--- config.mk ---
export PLATFORM = sky130hd
export DESIGN_NAME = mem_stage
export DESIGN_NICKNAME = d
export VERILOG_FILES = /design/src/rtl/mem_types.sv /design/src/rtl/mem_align.sv /design/src/rtl/mem_stage.sv
export SDC_FILE = /design/constraint.sdc
export NUM_CORES = 1
export LEC_CHECK = 0
export CAP_MARGIN = 5
export CORE_MARGIN = 4
export CORE_UTILIZATION = 47
export CTS_BUF_LIST = sky130_fd_sc_hd__clkbuf_2 sky130_fd_sc_hd__clkbuf_4 sky130_fd_sc_hd__clkbuf_8
export CTS_CLUSTER_DIAMETER = 50
export DETAILED_ROUTE_END_ITERATION = 10
export GPL_ROUTABILITY_DRIVEN = 1
export GPL_TIMING_DRIVEN = 0
export PLACE_DENSITY = 0.83
export SYNTH_ARGS = -nofsm -noshare
export SYNTH_HDL_FRONTEND = slang
export SYNTH_SLANG_ARGS = --single-unit
--- constraint.sdc ---
create_clock -name clk -period 6.3 [get_ports clk]
set_input_delay 1.575 -clock clk [delete_from_list [all_inputs] [get_ports clk]]
set_output_delay 1.575 -clock clk [all_outputs]
set_load 0.1 [all_outputs]
--- src/rtl/mem_types.sv ---
// Shared types for the memory stage: RV32I word and funct3 encodings, plus
// the stage FSM state and the alignment-check helper.
package rv32i_types;

  typedef logic [31:0] rv32i_word;

  typedef enum logic [2:0] {
    lb  = 3'b000,
    lh  = 3'b001,
    lw  = 3'b010,
    lbu = 3'b100,
    lhu = 3'b101
  } load_funct3_t;

  typedef enum logic [2:0] {
    sb = 3'b000,
    sh = 3'b001,
    sw = 3'b010
  } store_funct3_t;

endpackage

package mem_types;

  typedef enum logic {
    IDLE   = 1'b0,
    ACCESS = 1'b1
  } mem_state_e;

  // Access size comes from funct3[1:0] for both loads and stores:
  // 2'b10 = word, 2'b01 = half, anything else = byte (never misaligned).
  function automatic logic is_misaligned(input logic [1:0] size,
                                         input logic [1:0] addr_lo);
    logic mis;
    mis = 1'b0;
    case (size)
      2'b10:   mis = (addr_lo != 2'b00);
      2'b01:   mis = addr_lo[0];
      default: mis = 1'b0;
    endcase
    return mis;
  endfunction

endpackage

--- src/rtl/mem_align.sv ---
// Lane steering for the data-memory port: store byte-enables and shifted
// write data, and load byte/half extraction with sign or zero extension.
module mem_align
  import rv32i_types::*;
(
  input  store_funct3_t st_funct3_i,
  input  logic [1:0]    st_addr_lo_i,
  input  rv32i_word     st_data_i,
  output logic [3:0]    st_mbe_o,
  output rv32i_word     st_wdata_o,
  input  load_funct3_t  ld_funct3_i,
  input  logic [1:0]    ld_addr_lo_i,
  input  rv32i_word     ld_rdata_i,
  output rv32i_word     ld_data_o
);

  logic [7:0]  ld_byte;
  logic [15:0] ld_half;

  // Store mask follows the access size; data is always shifted into the lane.
  always_comb begin
    st_wdata_o = st_data_i << {st_addr_lo_i, 3'b000};
    case (st_funct3_i)
      sb:      st_mbe_o = 4'b0001 << st_addr_lo_i;
      sh:      st_mbe_o = 4'b0011 << st_addr_lo_i;
      default: st_mbe_o = 4'b1111;
    endcase
  end

  // Pick the addressed byte/half, then extend according to the load type.
  always_comb begin
    case (ld_addr_lo_i)
      2'd0:    ld_byte = ld_rdata_i[7:0];
      2'd1:    ld_byte = ld_rdata_i[15:8];
      2'd2:    ld_byte = ld_rdata_i[23:16];
      default: ld_byte = ld_rdata_i[31:24];
    endcase
    ld_half = ld_addr_lo_i[1] ? ld_rdata_i[31:16] : ld_rdata_i[15:0];
    case (ld_funct3_i)
      lb:      ld_data_o = {{24{ld_byte[7]}}, ld_byte};
      lbu:     ld_data_o = {24'h000000, ld_byte};
      lh:      ld_data_o = {{16{ld_half[15]}}, ld_half};
      lhu:     ld_data_o = {16'h0000, ld_half};
      default: ld_data_o = ld_rdata_i;
    endcase
  end

endmodule

--- src/rtl/mem_stage.sv ---
// MEM pipeline stage: issues one data-memory request per load/store, stalls
// upstream until dmem_resp, and registers the MEM/WB outputs.
module mem_stage
  import rv32i_types::*;
  import mem_types::*;
(
  input  logic        clk,
  input  logic        rst,
  input  logic        exmem_valid,
  input  logic        exmem_load,
  input  logic        exmem_store,
  input  logic [2:0]  exmem_funct3,
  input  logic [31:0] exmem_alu_out,
  input  logic [31:0] exmem_rs2_out,
  input  logic [4:0]  exmem_rd,
  input  logic        exmem_regwrite,
  output logic        dmem_read,
  output logic        dmem_write,
  output logic [31:0] dmem_address,
  output logic [31:0] dmem_wdata,
  output logic [3:0]  dmem_mbe,
  input  logic [31:0] dmem_rdata,
  input  logic        dmem_resp,
  output logic        mem_stall,
  output logic        memwb_valid,
  output logic [31:0] memwb_alu_out,
  output logic [31:0] memwb_rdata,
  output logic [4:0]  memwb_rd,
  output logic        memwb_regwrite,
  output logic        memwb_misalign
);

  mem_state_e state_q, state_d;

  // Latched request; dmem_read_q/dmem_write_q double as the load/store flags.
  logic        dmem_read_q, dmem_read_d;
  logic        dmem_write_q, dmem_write_d;
  rv32i_word   addr_q, addr_d;
  rv32i_word   wdata_q, wdata_d;
  logic [3:0]  mbe_q, mbe_d;
  logic [2:0]  funct3_q, funct3_d;
  logic [4:0]  rd_q, rd_d;
  logic        regwrite_q, regwrite_d;

  logic        wb_valid_q, wb_valid_d;
  rv32i_word   wb_alu_q, wb_alu_d;
  rv32i_word   wb_rdata_q, wb_rdata_d;
  logic [4:0]  wb_rd_q, wb_rd_d;
  logic        wb_regwrite_q, wb_regwrite_d;
  logic        wb_misalign_q, wb_misalign_d;

  logic        is_mem_op;
  logic        misalign;
  logic        mem_req;
  logic [3:0]  st_mbe;
  rv32i_word   st_wdata;
  rv32i_word   ld_data;

  assign is_mem_op = exmem_load | exmem_store;
  assign misalign  = is_mem_op & is_misaligned(exmem_funct3[1:0], exmem_alu_out[1:0]);
  assign mem_req   = exmem_valid & is_mem_op & ~misalign;

  // Stores are steered from the incoming instruction; loads are extracted
  // using the latched funct3/address since the response arrives later.
  mem_align u_align (
    .st_funct3_i  (store_funct3_t'(exmem_funct3)),
    .st_addr_lo_i (exmem_alu_out[1:0]),
    .st_data_i    (exmem_rs2_out),
    .st_mbe_o     (st_mbe),
    .st_wdata_o   (st_wdata),
    .ld_funct3_i  (load_funct3_t'(funct3_q)),
    .ld_addr_lo_i (addr_q[1:0]),
    .ld_rdata_i   (dmem_rdata),
    .ld_data_o    (ld_data)
  );

  // State and all registered outputs; reset abandons any in-flight access.
  always_ff @(posedge clk or posedge rst) begin
    if (rst) begin
      state_q       <= IDLE;
      dmem_read_q   <= 1'b0;
      dmem_write_q  <= 1'b0;
      addr_q        <= '0;
      wdata_q       <= '0;
      mbe_q         <= '0;
      funct3_q      <= '0;
      rd_q          <= '0;
      regwrite_q    <= 1'b0;
      wb_valid_q    <= 1'b0;
      wb_alu_q      <= '0;
      wb_rdata_q    <= '0;
      wb_rd_q       <= '0;
      wb_regwrite_q <= 1'b0;
      wb_misalign_q <= 1'b0;
    end else begin
      state_q       <= state_d;
      dmem_read_q   <= dmem_read_d;
      dmem_write_q  <= dmem_write_d;
      addr_q        <= addr_d;
      wdata_q       <= wdata_d;
      mbe_q         <= mbe_d;
      funct3_q      <= funct3_d;
      rd_q          <= rd_d;
      regwrite_q    <= regwrite_d;
      wb_valid_q    <= wb_valid_d;
      wb_alu_q      <= wb_alu_d;
      wb_rdata_q    <= wb_rdata_d;
      wb_rd_q       <= wb_rd_d;
      wb_regwrite_q <= wb_regwrite_d;
      wb_misalign_q <= wb_misalign_d;
    end
  end

  // Next-state, request latching, MEM/WB capture and stall generation.
  // Default MEM/WB action is a bubble; request registers hold.
  always_comb begin
    state_d       = state_q;
    dmem_read_d   = dmem_read_q;
    dmem_write_d  = dmem_write_q;
    addr_d        = addr_q;
    wdata_d       = wdata_q;
    mbe_d         = mbe_q;
    funct3_d      = funct3_q;
    rd_d          = rd_q;
    regwrite_d    = regwrite_q;
    wb_valid_d    = 1'b0;
    wb_alu_d      = wb_alu_q;
    wb_rdata_d    = wb_rdata_q;
    wb_rd_d       = wb_rd_q;
    wb_regwrite_d = 1'b0;
    wb_misalign_d = 1'b0;
    mem_stall     = 1'b0;

    case (state_q)
      IDLE: begin
        if (mem_req) begin
          dmem_read_d  = exmem_load;
          dmem_write_d = exmem_store;
          addr_d       = exmem_alu_out;
          wdata_d      = exmem_store ? st_wdata : '0;
          mbe_d        = exmem_store ? st_mbe : 4'b0000;
          funct3_d     = exmem_funct3;
          rd_d         = exmem_rd;
          regwrite_d   = exmem_regwrite;
          state_d      = ACCESS;
          mem_stall    = 1'b1;
        end else if (exmem_valid) begin
          // Non-memory op or misaligned access: one-cycle pass-through.
          wb_valid_d    = 1'b1;
          wb_alu_d      = exmem_alu_out;
          wb_rdata_d    = '0;
          wb_rd_d       = exmem_rd;
          wb_regwrite_d = exmem_regwrite & ~misalign;
          wb_misalign_d = misalign;
        end
      end
      ACCESS: begin
        if (dmem_resp) begin
          wb_valid_d    = 1'b1;
          wb_alu_d      = addr_q;
          wb_rdata_d    = dmem_read_q ? ld_data : '0;
          wb_rd_d       = rd_q;
          wb_regwrite_d = regwrite_q;
          dmem_read_d   = 1'b0;
          dmem_write_d  = 1'b0;
          mbe_d         = 4'b0000;
          state_d       = IDLE;
        end else begin
          mem_stall = 1'b1;
        end
      end
      default: state_d = IDLE;
    endcase
  end

  assign dmem_read      = dmem_read_q;
  assign dmem_write     = dmem_write_q;
  assign dmem_address   = {addr_q[31:2], 2'b00};
  assign dmem_wdata     = wdata_q;
  assign dmem_mbe       = mbe_q;
  assign memwb_valid    = wb_valid_q;
  assign memwb_alu_out  = wb_alu_q;
  assign memwb_rdata    = wb_rdata_q;
  assign memwb_rd       = wb_rd_q;
  assign memwb_regwrite = wb_regwrite_q;
  assign memwb_misalign = wb_misalign_q;

endmodule

== Word level (Yosys, flattened, before mapping) ==
Cells that the tools add are included.
Storage, ports and cells
  register bits: 152
  word-level logic and storage cells: 86
Operators by class
  equal/unequal tests: 12
  shift operators: 3
  muxes and demuxes: 42
  bitwise operators: 7
  reduce and logical (&&, ||, !) cells: 7
Operators by type and width (count)
  two-way mux 32 bit: 8
  one-hot mux 32 bit (2 select lines): 2
  one-hot mux 32 bit (4 select lines): 1
  << shifter 32 x 5 -> 32 bit: 1
  one-hot mux 8 bit (3 select lines): 1
  two-way mux 16 bit: 1
  one-hot mux 4 bit (2 select lines): 2
  two-way mux 5 bit: 3
  two-way mux 1 bit: 14
  two-way mux 4 bit: 3
  one-hot mux 1 bit (2 select lines): 6
  one-hot mux 5 bit (2 select lines): 1
  inequality test 2 bit, second input constant: 4
  equality test 3 x 1 -> 1 bit, second input constant: 2
  equality test 3 bit, second input constant: 2
  zero test 3 bit: 2
  AND 1 bit: 4
  equality test 2 x 1 -> 1 bit, second input constant: 2
  equality test 2 bit, second input constant: 2
  AND reduction 2 bit: 2
  << shifter 1 x 2 -> 4 bit, first input constant: 1
  << shifter 2 x 2 -> 4 bit, first input constant: 1
  AND reduction 3 bit: 1
  zero test 2 bit: 1
  other kinds (3): 4

== Logic depth before layout (Yosys ltp) ==
  word-level depth: 8
  gate-level depth with buffers: 9

== Hierarchy ==
From an unflattened synthesis, not the netlist that was laid out.
Second synthesis, totals
  cell total of the unflattened synthesis: 711
  area, all modules: 7646.1 um^2
Modules (own cells, without submodules)
  mem_stage: times used 1, cells an instance 510, area each 6294.8 um^2, seq. area each 3803.6 um^2
  mem_align: times used 1, cells an instance 201, area each 1351.3 um^2, seq. area each 0.0 um^2

== Worst setup path after synthesis ==
No wires, ideal clock.
  path type: input port to output port
  start point: in exmem_funct3[0]
  end point: out mem_stall
  arrival time: 3.873 ns
  required time: 4.725 ns
  setup slack: 0.852 ns
  stages: 9
  path buffers: 3
  cells stage by stage: inv_1 ha_1 nand2b_1 o22ai_2 or2_1 clkbuf_1 buf_4 buf_2 o21ai_0
On the way
  longest elaborated chain between the ends: 7
  elaborated cells between the ends (all ways): 8
  those cells by class: eq/ne (2); mux (3); bitwise (3)
RTL lines
  start: declaration: line mem_stage.sv:12  | input logic [2:0] exmem_funct3,
  equality test 2 x 1 -> 1 bit / equality test 2 bit (equally long branches): line mem_types.sv:36  | case (size)
  one-hot mux 1 bit (2 select lines) *: line mem_types.sv:36
  AND 1 bit *: line mem_stage.sv:60  | assign misalign = is_mem_op & is_misaligned(exmem_funct3[1:0], exmem_alu_out[1:0]);
  inverter 1 bit *: line mem_stage.sv:61  | assign mem_req = exmem_valid & is_mem_op & ~misalign;
  AND 1 bit *: line mem_stage.sv:61
  two-way mux 1 bit *: line mem_stage.sv:136  | if (mem_req) begin
  one-hot mux 1 bit (2 select lines) *: line mem_stage.sv:134  | case (state_q)
  end: declaration: line mem_stage.sv:24  | output logic mem_stall,
Mark *: on every way between the ends. The rest lies on a longest branch, timed or not.

== Final worst setup path ==
Ends and elaborated chain as after synthesis.

==> flow_summary.json <==
{
  "outcome": "finished, final reports clean",
  "async_reset_ff_share_pct": 100,
  "ys_seq_area_share_pct": 51.5,
  "hold_depth": 1,
  "peakVddDrop_mv": 0.410,
  "numPortBuffers": 251,
  "initial_core_util_pct": 48.2,
  "skew_ns": 0.0161,
  "r2r_cells": 6,
  "clockPowerShare_pct": 14.4,
  "regToRegStartpoint": "state_q",
  "synth.avg_cell_area_um2": 12.4,
  "p_leak_nw": 4.57,
  "nNetsFinal": 983,
  "clock_latency_ns": 0.44,
  "multi_input_area_um2": 3100,
  "cp-end-kind": "primary output",
  "grt_overflow_total": 0,
  "globalplace.congestion": 0.959,
  "cts_max_path_buffers": 2,
  "final_max_slew_viol_count": 0,
  "areaGrowthSynthToFinish_pct": 44.0,
  "wl_per_cell_um": 20.1,
  "cts.sinks": 152,
  "fin_crit_sh_pct": 92.7,
  "required_ns": 4.72,
  "finalHoldViolCount": 0,
  "clock-root-buffer": "clkbuf_8",
  "cts.clk_slew.worst_paths_ns": 0.08,
  "drc": 0,
  "cp.depth": 11,
  "ys_top_cells_by_count": "dfrtp_1, mux2_2, buf_4, a22o_1, o21ai_0",
  "placed_cells": 1062,
  "ys_ff_latch": 152,
  "cp-start-kind": "primary input",
  "die_y_um": 133,
  "boundaryPins": 254,
  "postCtsHoldBufs": 0,
  "max_freq_mhz": 171,
  "synthCells": 598,
  "grt_use_total_pct": 24.9,
  "r2r-end": "memwb_rd[0]",
  "rsz0062_at_grt": "no",
  "coreArea_um2": 15300,
  "die_area_um2": 17800,
  "syn_area_um2": 7390,
  "max_stage_delay_ns": 0.49,
  "cts_made_buffers": 17,
  "hpwl_um": 17000,
  "antennaDiodeCount": 0,
  "cellPowerDensity_nw_per_um2": 539,
  "power_frac_comb_pct": 60.3,
  "synth_cell_type_count": 43,
  "min_to": "memwb_rdata[1]",
  "die_w_um": 133,
  "period_needed_ns": 5.84,
  "setup_viol": 0,
  "vias": 5935,
  "crit_buf_inv": 6,
  "synth_edf_count": 0,
  "min-delay-start": "memwb_rdata[1]",
  "finalNonFillerCells": 1094,
  "antenna_found_initial": 0,
  "cap_violations": 0,
  "finalSetupTns_ns": 0,
  "cp_cell_sequence": "clkdlybuf4s50_1 -> inv_1 -> ha_1 -> nand2b_1 -> o22ai_2 -> or2_1 -> clkbuf_1 -> buf_4 -> buf_2 -> o21ai_0 -> clkbuf_2",
  "grt_max_degree": 97,
  "rrSetupSlack_ns": 3.90,
  "grt_pass1_wl_um": 34700,
  "vias_per_cell": 5.43,
  "cp.arrival_ns": 4.26,
  "synth_most_common_cell": "dfrtp_1",
  "seq_power_share_pct": 25.3,
  "n_fill_cell": 1137,
  "max_slew_margin_pct": 30.7,
  "drive_gt1_share_pct": 24.2,
  "worst_slew_pin_slew_ns": 1.04,
  "cpMaxStageDelayCell": "clkdlybuf4s50_1",
  "hold_slack_ns": 0.502,
  "ys.flop_type": "dfrtp_1",
  "hold_path_class": "flop to flop",
  "seq_area_um2": 3800,
  "routed_wl_um": 22000,
  "firstDrtPassIters": 5,
  "cp_max_fo": 10,
  "htree_num_levels": 4,
  "row_count": 45,
  "grt_pass1_vias": 6248,
  "ys_top_cells_by_area": "dfrtp_1, mux2_2, a22o_1",
  "crit_family": "buffers and inverters",
  "drtIter0Drc": 412,
  "synth_top_area_share_pct": 51.5,
  "ys_warn_count": 0,
  "cts_tree": "yes",
  "crit_type": "primary input to primary output",
  "p_sw_share_pct": 54.0,
  "synth_top_area_cell": "dfrtp_1",
  "drtAntennaViolNets": 0,
  "switching_power_mw": 3.10,
  "power_report.internal_total_mw": 2.63
}
## cell type report
class / instances / share of cell area (%)
multi-input combinational: 362 / 29.1
clock inverter: 13 / 1.79
clock buffer: 19 / 2.34
tap: 211 / 2.48
buffer: 74 / 4.21
inverter: 11 / 0.435
sequential: 152 / 35.8
timing repair buffer: 252 / 23.8
## cell families (layout without fill, tap and decap cells)
group / Yosys count / in the layout / share of synthesized area, %
buffers and inverters: 85 / 369 / 6.62
and+or+nand+nor: 89 / 89 / 6.39
AOI/OAI and AO/OA: 124 / 124 / 13.3
adders and majority gates: 2 / 2 / 0.339
muxes: 145 / 145 / 21.8
other: 1 / 2 / 0.0508
DFF: 152 / 152 / 51.5
## sequential cells by signal, indices dropped and copies added, names as in the netlist, 3 cells and up
register       flops
memwb_rdata       32
funct3_q           3
rd_q               5
addr_q            32
memwb_rd           5
dmem_wdata        32
memwb_alu_out     32
dmem_mbe           4
## timing repair
item,CTS,global route
endpoints found under the setup margin,1,1
resized for setup,1,3
setup buffers,0,0
## through the flow
stage | area (um^2) | utilization (%) | total power, mW | worst slack [ns]
after floorplan | 7390 | - | 4.08 | 0.632
after global placement | 10200 | 66.4 | 4.88 | -1.21
after detailed placement | 10200 | 66.6 | 4.93 | -0.149
after CTS | 10600 | 69.5 | 5.76 | 0.136
after global routing | 10600 | 69.4 | 5.94 | 0.232
final | 10600 | 69.4 | 5.73 | 0.460
## metal layers
metal  global-route usage [%]  share of wire (%)
met1                     31.4                 41
met2                     40.7                 48
met3                     8.53                8.6
met4                     8.00                2.3
met5                        0                  0
## worst reg2reg max path, delay by kind of cell (launching register included)
family	cells	cell delay [ns]
AND/OR/NAND/NOR	1	0.21
buffers and inverters	2	0.59
AO/OA/AOI/OAI	2	0.75
flip-flops	1	0.37
multiplexers	1	0.39
## layout by cell type (no fill, tap or decap), drive strengths merged, types with 2 or more instances in the layout
master / n
o22ai: 4
a21oi: 9
buf: 56
nand2: 27
o2bb2ai: 11
or3: 3
ha: 2
a32o: 18
and2: 3
nor3: 3
clkinv: 3
inv: 16
nand2b: 27
dfrtp: 152
o311ai: 2
clkbuf: 39
mux2: 118
conb: 2
nor2: 9
a21o: 3
clkdlybuf4s50: 250
mux2i: 26
a22o: 33
o21ai: 28
a211o: 9
bufinv: 4
nor2b: 12
## power by group through the flow
stage	Combinational, mW	Sequential, mW	Clock, mW
floorplan	1.07	3.01	0
global placement	3.43	1.45	0
detailed placement	3.47	1.47	0
CTS	3.47	1.45	0.840
global route	3.56	1.49	0.887
finish	3.46	1.45	0.823
## worst max-delay path by stage
stage                    endpoint       startpoint
floorplan               addr_q[0]              rst
global placement    dmem_wdata[1]              rst
detailed placement      mem_stall  exmem_funct3[0]
CTS                     mem_stall  exmem_funct3[0]
global route            mem_stall  exmem_funct3[0]
finish                  mem_stall  exmem_funct3[0]
Note: power is estimated with default switching activity, not from simulation.
==> RTL change 1 (same settings) <==
Take the reset off `rd_q` and load it in a clocked block of its own.
--- a/src/rtl/mem_stage.sv
+++ b/src/rtl/mem_stage.sv
@@ -86,3 +86,2 @@
       funct3_q      <= '0;
-      rd_q          <= '0;
       regwrite_q    <= 1'b0;
@@ -102,3 +101,2 @@
       funct3_q      <= funct3_d;
-      rd_q          <= rd_d;
       regwrite_q    <= regwrite_d;
@@ -111,2 +109,6 @@
     end
+  end
+
+  always_ff @(posedge clk) begin
+    rd_q <= rd_d;
   end
Formal check against the unedited RTL: same outputs for any inputs over 4 cycles, from zero or initial values and one cycle with rst high; that may be too few to reach the edited logic, so the function may still have changed.
==> RTL change 1 against the original RTL <==
Utilization down 0.35 points. Largest cell class unchanged. Critical path depth is 1 lower. Power decreased by 0.29%. Routed wire length shrank 0.81%. Sequential cell count unchanged. Design area shrank 1.2%. Synthesized area fell by 1.3%. Non-clock buffer count is 3 lower. Sequential share of layout area rose by 0.69 points. Worst setup slack got worse by 0.32 ns. Final cell count fell by 3.6%. Sequential power barely moved.
==> RTL change 1: results (changes against the original RTL) <==
[placement]
place_hpwl_um = 16700  ; was 17,000 um
numPlacedInstances = 1023  ; was 1,062
placement.io_buffers = 250  ; was 251
detailedPlace.worstSlack_ns = 0.123  ; was -0.149 ns

[global_route]
via_count_of_the_first_global_routing_pass = 6273  ; was 6,248
groute.layer.met3.usage = 0.0616  ; was 0.0853
grt_util_met1 = 0.295  ; was 0.314
grt_start_max_net_pins = 102  ; was 97
first_pass_grt_wire_length_um = 34300  ; was 34,700 um

[routing]
drt_pass1_iterations = 6  ; was 5
route.met2.wl_um = 10800  ; was 10,600 um
wl_met1_um = 8700  ; was 9020 um
drtIter0Drc = 326  ; was 412

[finish]
fill_cells = 1097  ; was 1,137
post-route-cell-area_um2 = 10500  ; was 10,600 um2
fraction_of_final_layout_cells_sized_beyond_drive_strength_1 = 0.150  ; was 0.242

[worst_setup_path]
reg2reg_to = memwb_alu_out[8]  ; was memwb_rd[0]
reg2reg_slack_ns = 4.13  ; was 3.90 ns
worst_r2r_path_depth = 4  ; was 6
critical_path.startpoint = exmem_funct3[1]  ; was exmem_funct3[0]

[cts]
clk-insertion-delay-late_ns = 0.46  ; was 0.44 ns

[logic_synthesis]
netlist-cell-type-count = 44  ; was 43
synth_seq_area_share = 0.525  ; was 0.515
most_common_library_cells_after_synthesis = dfrtp_1 (147), mux2_1 (78), nand2_1 (39), mux2_2 (36), buf_4 (33)  ; was dfrtp_1 (152), mux2_2 (118), buf_4 (34), a22o_1 (33), o21ai_0 (28)
synth-edff-count = 5  ; was 0
postSynthCellCount = 583  ; was 598

[timing]
skew_ns = 0.0161  ; about the same
fmax_ghz = 0.162  ; was 0.171 GHz
fin_hold_ws_ns = 0.495  ; was 0.502 ns
max_slew_margin = 0.301  ; was 0.307

[power_and_ir_drop]
p_leak_nw = 4.53  ; was 4.57 nW
peakVddDrop_mv = 0.440  ; was 0.410 mV
comb_power_share = 0.602  ; was 0.603

[run_status]
run_status = completed  ; unchanged

[hold_path]
min_from = memwb_rd[0]  ; was memwb_rdata[1]

-- RTL change 1: cell count changes in the layout (fill, tap and decap cells not counted), sizes merged, moves of 6 or more --
cell    before  now
nand2       27   39
nand2b      27    5
a221o        0   21
o21a         0    6
a22o        33   17
-- RTL change 1: cell families (layout without fill, tap and decap cells) --
family	count (synthesis)	in the layout	synth area share
compound gates	128	128	0.146
fa+ha+maj	2	2	0.00343
buf+inv	83	366	0.0637
flops	152	152	0.525
mux	138	138	0.210
other cells	1	2	0.000514
simple gates	79	79	0.0510
-- RTL change 1: layout make-up --
class / count / share of cell area
Sequential cell: 152 / 0.365
Inverter: 11 / 0.00441
Multi-Input combinational cell: 349 / 0.286
Clock buffer: 20 / 0.0262
Clock inverter: 12 / 0.0155
Buffer: 72 / 0.0403
Timing Repair Buffer: 251 / 0.241
Tap cell: 188 / 0.0224
-- RTL change 1: worst register-to-register path: stages, from the launching register on --
cell     delay [ns]
dfrtp_1        0.47
buf_2          0.32
buf_1          0.56
mux2_1         0.40
mux2_1         0.30
==> RTL change 2 (same flow settings) <==
Without the edit above. Make the reset (`rst`) synchronous in one clocked block.
--- a/src/rtl/mem_stage.sv
+++ b/src/rtl/mem_stage.sv
@@ -77,3 +77,3 @@
   // State and all registered outputs; reset abandons any in-flight access.
-  always_ff @(posedge clk or posedge rst) begin
+  always_ff @(posedge clk) begin
     if (rst) begin
Function: differs if rst is asserted again (counterexample within 4 cycles, from zero or initial values and one cycle with rst high); with rst held inactive, the same outputs for 4 cycles.
==> RTL change 2 against the original RTL <==
Routed wire length grew 9.1%. Utilization shrank 0.27 points. Clock skew shrank 0.0062 ns. Global-route usage grew 1.0 points. Die area grew 0.74%. Sequential cell count is the same. Design area is essentially flat. Synthesized area grew 0.80%. Worst setup slack lost 0.063 ns. Count of clock-buffer cells in the layout grew 6. Critical endpoint unchanged.
Power is not compared: it rests on default switching activity, and its combinational part moved more than twofold at a synthesized area within 25%.
==> RTL change 2: results (changes against the original RTL) <==
[placement]
placement.io_buffers = 250  ; was 251
gp_routability_congestion = 0.867  ; was 0.959
place_hpwl_um = 18100  ; was 17,000 um
placed_cell_area_um2 = 10200  ; about the same

[flow_run]
maxCapViolCount = 0  ; unchanged

[cts]
cts.htree.levels = 4  ; unchanged
tritoncts.num_buffers = 17  ; unchanged
clk-insertion-delay-late_ns = 0.45
cts_setup_buffers = 0  ; unchanged
cts.root.buffer_cell = clkbuf_8  ; unchanged
cts_buffer_depth = 2  ; unchanged
cts_resized = 0  ; was 1
clock_pin_slew_worst_setup_and_hold_paths_ns = 0.08  ; about the same

[hold_path]
min-delay-path-class = flip-flop to flip-flop  ; unchanged
min_from = regwrite_q  ; was memwb_rdata[1]

[run_status]
run_status = completed  ; unchanged

[routing]
drt_pass1_iterations = 5  ; unchanged
routed-via-count = 7136  ; was 5,935
avgRoutedWirePerCell_um = 18.2  ; was 20.1 um
drtIter0Drc = 598  ; was 412

[worst_setup_path]
worst_reg2reg_startpoint = state_q  ; unchanged
critical_path.startpoint = exmem_funct3[1]  ; was exmem_funct3[0]
critPathArrivalTime_ns = 4.33  ; was 4.26 ns
critical_path.max_fanout = 10  ; unchanged
crit_slowest_cell = clkdlybuf4s50_1  ; unchanged
cp_slowest_stage_delay_ns = 1.20  ; was 0.49 ns

[timing]
skew_ns = 0.00989  ; was 0.0161 ns
max_slew_margin = 0.311  ; was 0.307

[logic_synthesis]
netlist-cell-type-count = 47  ; was 43
netlist_top_cells_area = dfxtp_1 (41%), mux2i_1 (7.3%), mux2_2 (7.1%)  ; was dfrtp_1 (51%), mux2_2 (18%), a22o_1 (3.9%)
most_common_library_cells_after_synthesis = dfxtp_1 (152), o21ai_0 (78), a21oi_1 (74), mux2i_1 (54), nor2_1 (53)  ; was dfrtp_1 (152), mux2_2 (118), buf_4 (34), a22o_1 (33), o21ai_0 (28)
primary_ff_master_synth = dfxtp_1  ; was dfrtp_1
synth_seq_area_share = 0.409  ; was 0.515
yosysWarnings = 0  ; unchanged
async_flop_share = 0  ; was 1.00

[finish]
finish.net_count = 1214  ; was 983
fraction_of_final_layout_cells_sized_beyond_drive_strength_1 = 0.130  ; was 0.242

[power_and_ir_drop]
power.switching_fraction = 0.351
peakVddDrop_mv = 0.160
p_leak_nw = 3.98

[global_route]
grt_start_max_net_pins = 17  ; was 97
grt_usage = 0.260  ; was 0.249
initial_antenna_violation_count = 0  ; unchanged
first_pass_grt_wire_length_um = 37500  ; was 34,700 um
via_count_of_the_first_global_routing_pass = 6978  ; was 6,248

-- RTL change 2: cell count changes after synthesis, moves of 32 or more --
cell     unedited run  this run
nor2_1              9        53
a21oi_1             8        74
dfxtp_1             0       152
nor2b_1            11        43
dfrtp_1           152         0
mux2_2            118        47
o21ai_0            28        78
nand3_1             0        49
-- RTL change 2: cells by family (layout without fill, tap and decap cells) --
group / Yosys count / after routing / synth area share
compound gates: 245 / 245 / 0.212
simple gates: 212 / 212 / 0.150
flops: 152 / 152 / 0.409
buf+inv: 118 / 399 / 0.0812
mux: 101 / 101 / 0.144
fa+ha+maj: 2 / 2 / 0.00336
other cells: 1 / 3 / 0.000504
-- RTL change 2: power groups by stage --
| stage | clock network (mW) | registers (mW) | logic, mW |
|---|---|---|---|
| finish | 0.771 | 1.03 | 0.783 |
| global route | 0.825 | 1.04 | 0.822 |
| CTS | 0.786 | 1.03 | 0.783 |
| detailed placement | 0 | 1.05 | 0.780 |
| global placement | 0 | 1.05 | 0.774 |
| floorplan | 0 | 1.25 | 0.344 |
-- RTL change 2: path summary, 6_finish.rpt --
kind | endpoint | slack (ns) | cells past startpoint
worst max register to register | memwb_rdata[23] | 4.24 | 5
worst min register to register | memwb_regwrite | 0.47 | 2
worst max-delay path | mem_stall | 0.40 | 7
worst min-delay path | memwb_regwrite | 0.47 | 2
-- RTL change 2: layer usage --
metal | vias up | routed length (um) | GRT usage
li1 | 3493 | - | -
met2 | 260 | 11400 | 0.426
met3 | 34 | 1780 | 0.0645
met4 | 0 | 415 | 0.0766
met1 | 3349 | 10500 | 0.339
met5 | - | 0 | 0
-- RTL change 2: layout make-up --
class / instances / area (um2)
antenna: 1 / 2.50
buffer: 107 / 563
clock buffer: 25 / 325
clock inverter: 6 / 87.6
fill: 1275 / 4740
inverter: 11 / 41.3
multi-input combinational: 562 / 3800
sequential: 152 / 3040
tap: 211 / 264
timing repair buffer: 250 / 2500
-- RTL change 2: critical path: cells and delay by family --
family,cells,cell delay [ns]
adder cells (fa/ha/maj),1,0.25
buffers and inverters,3,1.84
AO/OA/AOI/OAI,2,0.49
AND/OR/NAND/NOR,1,0.17
-- RTL change 2: per-stage QoR --
step | instances | hold WS (ns) | power (mW) | setup WS, ns
after floorplan | 832 | 0.440 | 1.60 | 0.997
after global placement | 1293 | 0.445 | 1.83 | 0.439
after detailed placement | 1293 | 0.447 | 1.83 | 0.412
after CTS | 1324 | 0.469 | 2.60 | 0.400
after global routing | 1324 | 0.481 | 2.68 | 0.244
final | 1325 | 0.469 | 2.59 | 0.397
